### config.mk
export PLATFORM = sky130hd
export DESIGN_NAME = id_ex_operand_stage
export DESIGN_NICKNAME = d
export VERILOG_FILES = /design/src/rtl/id_ex_operand_stage.sv
export SDC_FILE = /design/constraint.sdc
export NUM_CORES = 1
export LEC_CHECK = 0
export CAP_MARGIN = 10
export CELL_PAD_IN_SITES_DETAIL_PLACEMENT = 1
export CELL_PAD_IN_SITES_GLOBAL_PLACEMENT = 1
export CORE_MARGIN = 2
export CORE_UTILIZATION = 34
export DETAILED_ROUTE_END_ITERATION = 16
export HOLD_SLACK_MARGIN = 0.03
export PLACE_DENSITY = 0.91
export SLEW_MARGIN = 20
export SYNTH_ARGS = -nofsm -noshare
export SYNTH_HDL_FRONTEND = slang
export SYNTH_SLANG_ARGS = --single-unit
### constraint.sdc
create_clock -name i_clk -period 2.46 [get_ports i_clk]
set_input_delay 0.369 -clock i_clk [delete_from_list [all_inputs] [get_ports i_clk]]
set_output_delay 0.369 -clock i_clk [all_outputs]
set_load 0.03 [all_outputs]
### src/rtl/id_ex_operand_stage.sv
// ID/EX pipeline register with operand forwarding from the EX/MEM and MEM/WB
// writers. While stalled, the held operands keep refreshing from forwarding so
// a stalled instruction still picks up results that retire underneath it.
module id_ex_operand_stage #(
    parameter bit FORWARD_EN = 1'b1
) (
    input  logic        i_clk,
    input  logic        i_reset,
    input  logic        i_stall,
    input  logic        i_flush,
    input  logic        i_valid,
    input  logic [3:0]  i_alu_operation,
    input  logic [31:0] i_read_data1,
    input  logic [31:0] i_read_data2,
    input  logic [31:0] i_immediate,
    input  logic        i_alu_src,
    input  logic [4:0]  i_rs,
    input  logic [4:0]  i_rt,
    input  logic [4:0]  i_rd,
    input  logic        i_reg_write,
    input  logic        i_exmem_reg_write,
    input  logic [4:0]  i_exmem_rd,
    input  logic [31:0] i_exmem_result,
    input  logic        i_memwb_reg_write,
    input  logic [4:0]  i_memwb_rd,
    input  logic [31:0] i_memwb_data,
    output logic [3:0]  o_alu_operation,
    output logic [31:0] o_a,
    output logic [31:0] o_b,
    output logic [31:0] o_store_data,
    output logic [4:0]  o_rd,
    output logic        o_reg_write,
    output logic        o_valid
);

    localparam int unsigned DATA_W = 32;
    localparam int unsigned REG_W  = 5;
    localparam int unsigned OP_W   = 4;

    logic [OP_W-1:0]   r_alu_operation;
    logic [DATA_W-1:0] r_a;
    logic [DATA_W-1:0] r_b;
    logic [DATA_W-1:0] r_store_data;
    logic [REG_W-1:0]  r_rd;
    logic              r_reg_write;
    logic              r_valid;
    logic [REG_W-1:0]  r_rs;
    logic [REG_W-1:0]  r_rt;
    logic              r_alu_src;

    logic [DATA_W-1:0] w_fwd_rs;
    logic [DATA_W-1:0] w_fwd_rt;
    logic [DATA_W-1:0] w_hold_a;
    logic [DATA_W-1:0] w_hold_rt;

    // Select the newest in-flight value of a source register; $0 is never forwarded.
    function automatic logic [DATA_W-1:0] fwd(
        input logic [REG_W-1:0]  src,
        input logic [DATA_W-1:0] fallback,
        input logic              exmem_we,
        input logic [REG_W-1:0]  exmem_rd,
        input logic [DATA_W-1:0] exmem_val,
        input logic              memwb_we,
        input logic [REG_W-1:0]  memwb_rd,
        input logic [DATA_W-1:0] memwb_val
    );
        logic [DATA_W-1:0] res;
        res = fallback;
        if (FORWARD_EN && (src != REG_W'(0))) begin
            if (exmem_we && (exmem_rd == src))
                res = exmem_val;
            else if (memwb_we && (memwb_rd == src))
                res = memwb_val;
        end
        return res;
    endfunction

    // Forwarded operands for the incoming instruction and for the held one.
    always_comb begin
        w_fwd_rs  = fwd(i_rs, i_read_data1, i_exmem_reg_write, i_exmem_rd, i_exmem_result,
                        i_memwb_reg_write, i_memwb_rd, i_memwb_data);
        w_fwd_rt  = fwd(i_rt, i_read_data2, i_exmem_reg_write, i_exmem_rd, i_exmem_result,
                        i_memwb_reg_write, i_memwb_rd, i_memwb_data);
        w_hold_a  = fwd(r_rs, r_a, i_exmem_reg_write, i_exmem_rd, i_exmem_result,
                        i_memwb_reg_write, i_memwb_rd, i_memwb_data);
        w_hold_rt = fwd(r_rt, r_store_data, i_exmem_reg_write, i_exmem_rd, i_exmem_result,
                        i_memwb_reg_write, i_memwb_rd, i_memwb_data);
    end

    // Pipeline register: reset/flush/invalid load a bubble, stall refreshes, else capture.
    always_ff @(posedge i_clk or negedge i_reset) begin
        if (!i_reset) begin
            r_alu_operation <= '0;
            r_a             <= '0;
            r_b             <= '0;
            r_store_data    <= '0;
            r_rd            <= '0;
            r_reg_write     <= 1'b0;
            r_valid         <= 1'b0;
            r_rs            <= '0;
            r_rt            <= '0;
            r_alu_src       <= 1'b0;
        end else if (i_flush || (!i_stall && !i_valid)) begin
            r_alu_operation <= '0;
            r_a             <= '0;
            r_b             <= '0;
            r_store_data    <= '0;
            r_rd            <= '0;
            r_reg_write     <= 1'b0;
            r_valid         <= 1'b0;
            r_rs            <= '0;
            r_rt            <= '0;
            r_alu_src       <= 1'b0;
        end else if (i_stall) begin
            r_a          <= w_hold_a;
            r_store_data <= w_hold_rt;
            if (!r_alu_src)
                r_b <= w_hold_rt;
        end else begin
            r_alu_operation <= i_alu_operation;
            r_a             <= w_fwd_rs;
            r_b             <= i_alu_src ? i_immediate : w_fwd_rt;
            r_store_data    <= w_fwd_rt;
            r_rd            <= i_rd;
            r_reg_write     <= i_reg_write & i_valid;
            r_valid         <= i_valid;
            r_rs            <= i_rs;
            r_rt            <= i_rt;
            r_alu_src       <= i_alu_src;
        end
    end

    assign o_alu_operation = r_alu_operation;
    assign o_a             = r_a;
    assign o_b             = r_b;
    assign o_store_data    = r_store_data;
    assign o_rd            = r_rd;
    assign o_reg_write     = r_reg_write;
    assign o_valid         = r_valid;

endmodule
==> results of run 1 <==
per-layer routing:
metal | global-route usage | routed length [µm] | share of wire
met5 | 0 | 13 | 0.00028
met3 | 0.0758 | 4070 | 0.087
met2 | 0.546 | 22900 | 0.49
met1 | 0.386 | 18400 | 0.39
met4 | 0.143 | 1770 | 0.038
how the worst min path moves through the flow:
stage / end / startpoint / cells after the start
2_1_floorplan: o_a[0]$_DFFE_PN0P_ / i_reset / 0
3_3_place_gp: o_alu_operation[2]$_DFFE_PN0P_ / i_reset / 1
3_5_place_dp: o_alu_operation[2]$_DFFE_PN0P_ / i_reset / 1
4_1_cts: r_rt[4]$_DFFE_PN0P_ / i_stall / 3
5_1_grt: r_rt[4]$_DFFE_PN0P_ / i_stall / 3
6_report: r_rt[4]$_DFFE_PN0P_ / i_stall / 3
critical path, delay by kind of cell:
kind,cells,cell delay (ns)
buf+inv,3,0.85
compound gates,3,0.81
simple gates,2,0.48
xor+xnor,1,0.22
flip-flops by register name, indices dropped and copies added, names as in the netlist, 4 cells and up:
register         cells
o_a                 32
o_alu_operation      4
o_b                 32
o_rd                 5
o_store_data        32
r_rs                 5
r_rt                 5
final cells by class:
cell class	count	area (µm²)	share of cell area
Inverter	23	86.3	0.00615
Multi-Input combinational cell	869	5760	0.410
Clock buffer	22	474	0.0338
Timing Repair Buffer	410	4190	0.299
Tap cell	341	427	0.0304
Sequential cell	118	2950	0.210
Antenna cell	1	2.50	0.000178
Clock inverter	8	148	0.0105
power groups by stage:
| stage | clock network [W] | registers [W] | logic, W |
|---|---|---|---|
| 2_1_floorplan | 0 | 0.00245 | 0.000730 |
| 3_3_place_gp | 0 | 0.00223 | 0.00208 |
| 3_5_place_dp | 0 | 0.00223 | 0.00214 |
| 4_1_cts | 0.00279 | 0.00220 | 0.00216 |
| 5_1_grt | 0.00286 | 0.00221 | 0.00230 |
| 6_report | 0.00277 | 0.00220 | 0.00219 |
repair_timing:
| item | 4_1_cts | 5_1_grt |
|---|---|---|
| resized for setup | 0 | 3 |
| buffers inserted | 0 | 1 |
| setup endpoints to repair | 0 | 8 |
| endpoints found under the hold margin | 45 | 0 |
| hold buffers | 1 | 0 |
cells in the mapped netlist (3+ instances only):
master     instances  area [µm²]
nand3_1           38         190
buf_2             45         225
a211oi_1          21         158
a32o_1            32         320
a221oi_1          32         280
nor2_1            90         338
o41ai_1           19         166
nor4_1             3        18.8
and3_1            47         294
buf_4              7        52.6
a22oi_1           33         248
nand4_1            3        18.8
nand2_1          132         495
inv_1             23        86.3
a31oi_1           44         275
a22o_1            32         280
a2bb2oi_1         20         175
o21ai_0           12        60.1
and2_1             7        43.8
nand2b_1          11        68.8
a21oi_1           97         485
a31o_2            21         184
mux2i_1           40         400
a311oi_1          21         184
xor2_1            20         175
clkbuf_1          72         270
o211ai_1          19         143
a32oi_1           11        96.3
buf_1              5        18.8
xnor2_1           20         175
dfrtp_1          118        2950
a41oi_1           20         175
kinds of logic after synthesis:
family,share of synthesized area
AO/OA/AOI/OAI,0.362
AND/OR/NAND/NOR,0.168
buffers and inverters,0.0709
flip-flops,0.318
XOR/XNOR,0.0377
multiplexers,0.0431
per-stage QoR:
| step | power [W] | util | cell area [µm²] | cells |
|---|---|---|---|---|
| after global routing | 0.00737 | 0.522 | 14000 | 1792 |
| after global placement | 0.00430 | 0.497 | 13400 | 1759 |
| final | 0.00716 | 0.522 | 14000 | 1792 |
| after floorplan | 0.00318 | - | 9280 | 1140 |
| after CTS | 0.00714 | 0.521 | 14000 | 1790 |
| after detailed placement | 0.00437 | 0.497 | 13400 | 1759 |
==> summary.txt, run 1 <==
Worst Hold Class: input pin to flop
Crit-path cells: clkdlybuf4s50_1 > buf_4 > xnor2_1 > and4_1 > nand2_1 > buf_12 > o41ai_1 > a21oi_1 > a211oi_1
Worst reg2reg path depth: 7
PD cells: 510 nW/µm²
Drt wl/cell: 26.3 µm
Total track usage: 0.321
Most frequent cells in the layout: clkdlybuf4s50_1 (301), nand2_1 (131), dfrtp_1 (118)
Post-synth ARST share: 1.00
CTS tree: built
Max stage delay on crit path: 0.49 ns
R2R setup slack: 0.14 ns
Skew final: 0.0178 ns
Max Clk Rate: 0.419 GHz
Comb pwr share: 0.306
Die ar.: 28600 µm²
Root buffer cell: clkbuf_16
RR Endpoint: o_b[0]$_DFFE_PN0P_
TritonCTS Sinks: 118
CP Data Required Time: 2.80 ns
Worst hold slack: 0.327 ns
Vias per inst: 6.53
Clk_lat worst skew: 0.43 ns
First-pass GRT wire length: 72100 µm
Via count: 11702
Routed wire length: 47100 µm
Main synth FF type: dfrtp_1
First-pass DRT Iterations: 5
Final weighted congestion in routability-driven placement: 0.863
Arrival time at the worst endpoint: 2.73 ns
Syn_nets: 1338
Leak: 5.70 nW
Area Overhead vs Synth: 51.2%
Setup tns final: 0 ns
Setup WS pre-CTS: -0.348 ns
Period minus WS final: 2.39 ns
Number of max-cap violations: 0
Cell variety after synth: 52
CP startpoint: i_memwb_rd[2]
Switching share of power: 0.328
Fillers: 3105
Post-synth EDFFs: 0
FP Rows: 60
P_sw: 0.00235 W
Slowest stage cell, crit path: clkdlybuf4s50_1
Drt initial violations: 1162
Clock power frac: 0.386
Starting Density: 0.345
Crit path capture: o_b[0]$_DFFE_PN0P_
Setup CP Type: input pin to flop
Post-Syn Area per Cell: 8.14 µm²
Fin nets: 1637
Synth warn: 0
RSZ-0062 raised after global routing: true
Int Pwr: 0.00481 W
Buffer depth of the longest clock path: 2
Core Footprint: 26900 µm²
Slew Viols, Final: 0
Largest net degree at the start of global routing: 67
Initial antenna violation count: 2
Peak VDD IR: 0.369 mV
Final ANT Viol Nets: 0
Register area share after synthesis: 0.318
Worst-Margin Slew: 0.768 ns
Share of cells above drive strength 1: 0.123
Worst Setup Start Kind: input pin
Clock transition at path regs: 0.07 ns
Yosys reg bits: 118
Max H-tree Level: 4
Status: finished clean
Worst setup margin: 0.0719 ns
Commonest non-fill, non-tap cell in the layout: clkdlybuf4s50_1
Worst relative slew slack: 0.488
Sequential power share: 0.308
IO Port Bufs: 304
Tcrit/Tclk final: 0.971
CP Capture Type: flop
GRT Residual Overflow: 0
Critical R2R Launch: r_rt[1]$_DFFE_PN0P_
CP Max Fanout: 19
Post-Syn Instances: 1140
Die Wd: 169 µm
Post-DP HPWL: 32800 µm
TritonCTS Buffers: 17
Chip height: 169 µm
# DRC: 0
Final Hold Viols: 0
Post-Synthesis Cell Area: 9280 µm²
# IOs: 305
Setup-failing EPs final: 0
Number of global-route vias before repair: 12521
Power figures use the tool's default switching activity.
==> run 2, diff against run 1 <==
--- a/config.mk
+++ b/config.mk
@@ -5,15 +5,15 @@
 export SDC_FILE = /design/constraint.sdc
 export NUM_CORES = 1
 export LEC_CHECK = 0
+export ABC_AREA = 1
 export CAP_MARGIN = 10
 export CELL_PAD_IN_SITES_DETAIL_PLACEMENT = 1
 export CELL_PAD_IN_SITES_GLOBAL_PLACEMENT = 1
 export CORE_MARGIN = 2
-export CORE_UTILIZATION = 34
+export CORE_UTILIZATION = 31
 export DETAILED_ROUTE_END_ITERATION = 16
 export HOLD_SLACK_MARGIN = 0.03
-export PLACE_DENSITY = 0.91
-export SLEW_MARGIN = 20
+export PLACE_DENSITY_LB_ADDON = 0.3
 export SYNTH_ARGS = -nofsm -noshare
 export SYNTH_HDL_FRONTEND = slang
 export SYNTH_SLANG_ARGS = --single-unit
==> run 2 against run 1 <==
Effect of this change:
- the flow now finishes with violations (negative hold slack)
- routed wire length up 0.36%
- flip-flop and latch count stayed put
- cell area decreased by 0.21%
- worst hold slack worse by 0.34 ns
- die area up 11%
- area after synthesis rose by 1.6%
- first-iteration DRC count shrank 28%
- clock-buffer cell count is 5 lower
- largest cell class unchanged
==> summary.txt, run 2 <==
Status: finished with violations (was finished clean)
Failing checks: negative hold slack
TritonCTS Sinks: 118 (unchanged)
Final weighted congestion in routability-driven placement: 0.915 (was 0.863)
Fin nets: 2132 (was 1637)
Worst Setup Start Kind: input pin (unchanged)
CP startpoint: i_memwb_rd[0] (was i_memwb_rd[2])
Synth warn: 0 (unchanged)
Worst Hold Class: input pin to async pin (was input pin to flop)
Share of cells above drive strength 1: 0.0919 (was 0.123)
Ranking of synthesized cells by area: dfrtp_1 (31%), nand2_1 (25%), nor2_1 (10%) (was dfrtp_1 (32%), nand2_1 (5.3%), a21oi_1 (5.2%))
Period minus WS final: 2.25 ns (was 2.39 ns)
Post-Syn Instances: 1617 (was 1140)
Compound-gate portion of the synthesized area: 0.141 (was 0.362)
Simple-gate share of the synthesized area: 0.448 (was 0.168)
Post-synth EDFFs: 0 (unchanged)
Final Hold Viols: 2 (was 0)
Number of max-cap violations: 0 (unchanged)
CTS resizes: 0 (unchanged)
CP Data Required Time: 2.78 ns (was 2.80 ns)
Yosys reg bits: 118 (unchanged)
Chip height: 178 µm (was 169 µm)
Max Clk Rate: 0.445 GHz (was 0.419 GHz)
Multi-input logic area: 5600 µm² (was 5760 µm²)
Worst reg2reg path depth: 12 (was 7)
Initial antenna violation count: 2 (unchanged)
First-pass DRT Iterations: 5 (unchanged)
Slew Viols, Final: 0 (unchanged)
Post-synthesis xor/xnor area fraction: 0.00278 (was 0.0377)
Final ANT Viol Nets: 0 (unchanged)
R2R setup slack: 0.26 ns (was 0.14 ns)
CP Capture Type: flop (unchanged)
Leak: 7.03 nW (was 5.70 nW)
Routed wire length: 47300 µm (was 47100 µm)
Total track usage: 0.299 (was 0.321)
Number of global-route vias before repair: 12806 (was 12521)
TritonCTS Buffers: 17 (unchanged)
CTS tree: built (unchanged)
Fillers: 3949 (was 3105)
Synth top area share: 0.313 (was 0.318)
Worst hold slack: -0.0125 ns (was 0.327 ns)
Largest family of logic cells by synthesized area: simple AND/OR/NAND/NOR gates (was compound AO/OA/AOI/OAI gates)
Max H-tree Level: 4 (unchanged)
Total setup buffers inserted after CTS: 0 (unchanged)
Final Total Pwr: 0.00700 W (was 0.00716 W)
# IOs: 305 (unchanged)
Hold_buf cts: 0 (was 1)
GRT Residual Overflow: 0 (unchanged)
Cell variety after synth: 35 (was 52)
Die Wd: 178 µm (was 169 µm)
FP Rows: 63 (was 60)
Die ar.: 31800 µm² (was 28600 µm²)
Peak VDD IR: 0.442 mV (was 0.369 mV)
Core Footprint: 29800 µm² (was 26900 µm²)
Setup-failing EPs final: 0 (unchanged)
Skew final: 0.0135 ns (was 0.0178 ns)
# DRC: 0 (unchanged)
Buffer depth of the longest clock path: 2 (unchanged)
Area leader, netlist: dfrtp_1 (unchanged)
Post-Synth Adder-Cell Area: 0 (unchanged)
Register area share after synthesis: 0.313 (was 0.318)
Drt wl/cell: 20.2 µm (was 26.3 µm)
CP Max Fanout: 22 (was 19)
Largest net degree at the start of global routing: 126 (was 67)
Post-Synthesis Cell Area: 9440 µm² (was 9280 µm²)
RR Endpoint: o_store_data[0]$_DFF_PN0_ (was o_b[0]$_DFFE_PN0P_)
Mux share of post-synthesis cell area: 0 (was 0.0431)
Area Overhead vs Synth: 48.5% (was 51.2%)
PD cells: 499 nW/µm² (was 510 nW/µm²)
Drt initial violations: 842 (was 1162)
Most frequent cells in the layout: nand2_1 (625), clkdlybuf4s50_1 (302), nor2_1 (256) (was clkdlybuf4s50_1 (301), nand2_1 (131), dfrtp_1 (118))
Post-Syn Area per Cell: 5.84 µm² (was 8.14 µm²)
Arrival time at the worst endpoint: 2.57 ns (was 2.73 ns)
FF+latch area: 2950 µm² (unchanged)
Critical R2R Launch: r_rt[2]$_DFFE_PN0P_ (was r_rt[1]$_DFFE_PN0P_)
Main synth FF type: dfrtp_1 (unchanged)
Setup CP Type: input pin to flop (unchanged)
Clock transition at path regs: 0.07 ns (about the same)
Post-synth ARST share: 1.00 (unchanged)
Worst relative slew slack: 0.495 (was 0.488)
Vias per inst: 5.21 (was 6.53)
First-pass GRT wire length: 72800 µm (was 72100 µm)
RSZ-0062 raised after global routing: false (was true)
Tcrit/Tclk final: 0.913 (was 0.971)
Syn_nets: 1815 (was 1338)
Starting Density: 0.317 (was 0.345)
Clk_lat worst skew: 0.43 ns (about the same)
Via count: 12188 (was 11702)
Post-DP HPWL: 35700 µm (was 32800 µm)
Worst-Margin Slew: 0.757 ns (was 0.768 ns)
Commonest non-fill, non-tap cell in the layout: nand2_1 (was clkdlybuf4s50_1)
Top post-synthesis cells by count: nand2_1 (625), nor2_1 (256), a21oi_1 (120), dfrtp_1 (118), inv_1 (90) (was nand2_1 (132), dfrtp_1 (118), a21oi_1 (97), nor2_1 (90), clkbuf_1 (72))
Setup WS pre-CTS: -0.165 ns (was -0.348 ns)
Root buffer cell: clkbuf_16 (unchanged)
Most numerous cell in the Yosys netlist: nand2_1 (unchanged)
IO Port Bufs: 304 (unchanged)
Worst setup margin: 0.214 ns (was 0.0719 ns)
[run 2: cells by family after synthesis]
kind of cell / Yosys count
and+or+nand+nor: 1031
AOI/OAI and AO/OA: 253
buffers and inverters: 212
DFF: 118
xor gates and xnor gates: 3
[run 2: final cells by class]
cell class	instances	area share
Multi-Input combinational cell	1287	0.399
Sequential cell	118	0.211
Inverter	110	0.0295
Timing Repair Buffer	400	0.283
Antenna cell	2	0.000357
Clock inverter	15	0.0113
Clock buffer	17	0.0304
Tap cell	390	0.0348
[run 2: metrics by stage]
step	instances	instance area, µm²	utilization	TNS (ns)
detailed placement	2305	13400	0.450	-8.66
global route	2339	14000	0.470	0
finish	2339	14000	0.470	0
CTS	2337	14000	0.470	0
global placement	2305	13400	0.450	-5.11
floorplan	1617	9440	-	0
[run 2: worst max path at each step]
| stage | to | slack (ns) | cells after the start |
|---|---|---|---|
| global placement | o_b[30]$_DFFE_PN0P_ | -0.13 | 16 |
| CTS | o_store_data[0]$_DFF_PN0_ | 0.17 | 13 |
| global route | o_store_data[0]$_DFF_PN0_ | 0.06 | 13 |
| detailed placement | o_b[30]$_DFFE_PN0P_ | -0.16 | 16 |
| floorplan | o_a[12]$_DFFE_PN0P_ | 0.76 | 13 |
| finish | o_store_data[0]$_DFF_PN0_ | 0.21 | 13 |
[run 2: worst max-delay path, cell delays in order]
cell and delay (ns):
clkdlybuf4s50_1 0.62, inv_2 0.06, nand2_1 0.06, nand2_1 0.05, nor2_1 0.23, nand3_2 0.19, buf_12 0.21, nor2_1 0.10
nor2_1 0.05, nor2_1 0.16, buf_4 0.14, nor2_1 0.06, nor3_1 0.25
[run 2: power by group]
part	leakage, nW	switching [W]	internal (W)
logic	5.18	0.00131	0.000893
clock network	0.282	0.00118	0.00144
registers	1.57	0.000108	0.00207
total	7.03	0.00259	0.00440
[run 2: metal layers]
| layer | up-vias | wire length [µm] | track usage |
|---|---|---|---|
| met2 | 411 | 22400 | 0.498 |
| met1 | 5921 | 20400 | 0.384 |
| met5 | - | 0 | 0 |
| met3 | 86 | 3060 | 0.0590 |
| li1 | 5770 | - | - |
| met4 | 0 | 1370 | 0.107 |
==> run 3, diff against run 2 <==
--- a/config.mk
+++ b/config.mk
@@ -13,7 +13,7 @@
 export CORE_UTILIZATION = 31
 export DETAILED_ROUTE_END_ITERATION = 16
 export HOLD_SLACK_MARGIN = 0.03
-export PLACE_DENSITY_LB_ADDON = 0.3
+export PLACE_DENSITY_LB_ADDON = 0.1
 export SYNTH_ARGS = -nofsm -noshare
 export SYNTH_HDL_FRONTEND = slang
 export SYNTH_SLANG_ARGS = --single-unit
==> run 3 against run 2 <==
Effect of this change:
- the run now ends clean
- clock power up 6%
- clock-buffer cell count up 2
- worst hold slack better by 0.43 ns
- sequential power about the same
- critical endpoint is now o_store_data[6]$_DFF_PN0_
==> summary.txt, run 3 (synthesis results as in run 2) <==
Via count: 11891 (was 12188)
Root buffer cell: clkbuf_16 (unchanged)
Setup-failing EPs final: 0 (unchanged)
Final weighted congestion in routability-driven placement: 0.896 (was 0.915)
TritonCTS Buffers: 17 (unchanged)
Peak VDD IR: 0.409 mV (was 0.442 mV)
Skew final: 0.0146 ns (was 0.0135 ns)
Chip height: 178 µm (unchanged)
Worst setup margin: 0.173 ns (was 0.214 ns)
Drt initial violations: 727 (was 842)
Switching share of power: 0.347 (was 0.370)
Most frequent cells in the layout: nand2_1 (625), clkdlybuf4s50_1 (300), nor2_1 (252) (was nand2_1 (625), clkdlybuf4s50_1 (302), nor2_1 (256))
Fillers: 3942 (was 3949)
FF+latch area: 2950 µm² (about the same)
Core Footprint: 29800 µm² (unchanged)
Share of cells above drive strength 1: 0.0968 (was 0.0919)
Comb pwr share: 0.312 (was 0.314)
Non-Filler Instances: 2344 (was 2339)
IO Port Bufs: 304 (unchanged)
CP Capture Type: flop (unchanged)
Worst Setup Start Kind: input pin (unchanged)
Number of global-route vias before repair: 12243 (was 12806)
# DRC: 0 (unchanged)
First-pass DRT Iterations: 5 (unchanged)
Crit-path cells: clkdlybuf4s50_1 > inv_2 > nand2_1 > nand2_1 > nor2_2 > nand3_2 > buf_4 > nor2_1 > nor2_1 > nor2_1 > nor2_2 > buf_4 > nor3_2 (was clkdlybuf4s50_1 > inv_2 > nand2_1 > nand2_1 > nor2_1 > nand3_2 > buf_12 > nor2_1 > nor2_1 > nor2_1 > buf_4 > nor2_1 > nor3_1)
Area Overhead vs Synth: 49.8% (was 48.5%)
Initial antenna violation count: 1 (was 2)
Final Hold Viols: 0 (was 2)
Setup tns final: 0 ns (unchanged)
Routed wire length: 47200 µm (was 47300 µm)
Fin nets: 2138 (was 2132)
Max Clk Rate: 0.437 GHz (was 0.445 GHz)
Clk_lat worst skew: 0.43 ns (about the same)
Commonest non-fill, non-tap cell in the layout: nand2_1 (unchanged)
Status: finished clean (was finished with violations)
RSZ-0062 raised after global routing: false (unchanged)
Starting Density: 0.317 (unchanged)
CP Depth: 13 (unchanged)
Setup CP Type: input pin to flop (unchanged)
Number of max-cap violations: 0 (unchanged)
Sequential power share: 0.303 (was 0.312)
Worst relative slew slack: 0.588 (was 0.495)
Final ANT Viol Nets: 0 (unchanged)
CP Data Required Time: 2.82 ns (was 2.78 ns)
Slowest stage cell, crit path: clkdlybuf4s50_1 (unchanged)
Die ar.: 31800 µm² (unchanged)
Critical path's most frequent cell: nor2_1 (unchanged)
Worst Hold Class: input pin to async pin (unchanged)
TritonCTS Sinks: 118 (unchanged)
PD cells: 508 nW/µm² (was 499 nW/µm²)
Post-DP HPWL: 35700 µm (about the same)
Die Wd: 178 µm (unchanged)
Vias per inst: 5.07 (was 5.21)
Period minus WS final: 2.29 ns (was 2.25 ns)
First-pass GRT wire length: 72200 µm (was 72800 µm)
Worst hold slack: 0.416 ns (was -0.0125 ns)
Setup WS pre-CTS: -0.563 ns (was -0.165 ns)
Worst-Margin Slew: 0.618 ns (was 0.757 ns)
Int Pwr: 0.00469 W (was 0.00440 W)
Arrival time at the worst endpoint: 2.64 ns (was 2.57 ns)
Total setup buffers inserted after CTS: 0 (unchanged)
Max stage delay on crit path: 0.60 ns (was 0.62 ns)
CP top delay family: simple AND/OR/NAND/NOR gates (unchanged)
FP Rows: 63 (unchanged)
Largest net degree at the start of global routing: 126 (unchanged)
Tcrit/Tclk final: 0.930 (was 0.913)
Total track usage: 0.300 (was 0.299)
GRT Residual Overflow: 0 (unchanged)
Worst reg2reg path depth: 12 (unchanged)
Drt wl/cell: 20.1 µm (was 20.2 µm)
# IOs: 305 (unchanged)
P_sw: 0.00249 W (was 0.00259 W)
CTS tree: built (unchanged)
Multi-input logic area: 5630 µm² (was 5600 µm²)
Crit path buf inv count: 4 (unchanged)
Leak: 7.09 nW (was 7.03 nW)
Placed cell count: 2310 (was 2305)
Clock power frac: 0.385 (was 0.374)
CP Max Fanout: 19 (was 22)
Max H-tree Level: 4 (unchanged)
Clock transition at path regs: 0.07 ns (about the same)
Buffer depth of the longest clock path: 2 (unchanged)
Slew Viols, Final: 0 (unchanged)
run 3: cell count changes in the layout (fill, tap and decap cells not counted), sizes merged:
| cell | delta |
|---|---|
| clkinvlp | +1 |
| dlygate4sd3 | +1 |
| buf | +6 |
| clkbuf | +2 |
| clkdlybuf4s50 | -2 |
| dlymetal6s2s | +1 |
| bufinv | +3 |
| diode | -1 |
| inv | -9 |
| clkinv | +3 |
run 3: final cells by class:
type	instances	share of cell area
diodes	1	0.000177
clock buffers	19	0.0306
clock inverters	13	0.0127
inverters	110	0.0292
multi-input cells	1287	0.398
flip-flops and latches	118	0.209
well taps	390	0.0345
repair buffers	406	0.285
run 3: what timing repair did:
item / in CTS / in global routing
endpoints found under the setup margin: 15 / 8
hold buffers: 1 / 0
gates resized for setup: 1 / 4
hold endpoints to repair: 35 / 0
run 3: worst paths after layout:
path	from	to	slack, ns
hold / removal	i_reset	o_rd[2]$_DFFE_PN0P_	0.42
min in group i_clk	i_stall	o_a[21]$_DFFE_PN0P_	0.46
hold reg to reg	o_a[3]$_DFFE_PN0P_	o_a[3]$_DFFE_PN0P_	0.48
setup reg to reg	r_rt[3]$_DFFE_PN0P_	o_store_data[6]$_DFF_PN0_	0.22
setup / recovery	i_memwb_rd[4]	o_store_data[6]$_DFF_PN0_	0.17
max in group asynchronous	i_reset	o_a[7]$_DFFE_PN0P_	1.40
run 3: stage by stage:
stage          power (W)   util  area (µm²)
2_1_floorplan    0.00325      -        9440
3_3_place_gp     0.00440  0.453       13500
3_5_place_dp     0.00443  0.453       13500
4_1_cts          0.00723  0.474       14100
5_1_grt          0.00751  0.474       14100
6_report         0.00718  0.474       14100
run 3: power by group through the flow:
stage               clock network [W]  logic, W  registers [W]
finish                        0.00276   0.00224        0.00217
global route                  0.00288   0.00244        0.00219
CTS                           0.00281   0.00224        0.00217
detailed placement                  0   0.00223        0.00220
global placement                    0   0.00220        0.00220
floorplan                           0  0.000815        0.00244
run 3: metal layers:
layer / routed length [µm] / global-route usage / share of wire / vias up
met5: 0 / 0 / 0 / -
met4: 895 / 0.0810 / 0.019 / 0
met3: 2820 / 0.0512 / 0.060 / 45
met2: 21700 / 0.481 / 0.46 / 343
met1: 21700 / 0.415 / 0.46 / 5728
li1: - / - / - / 5775
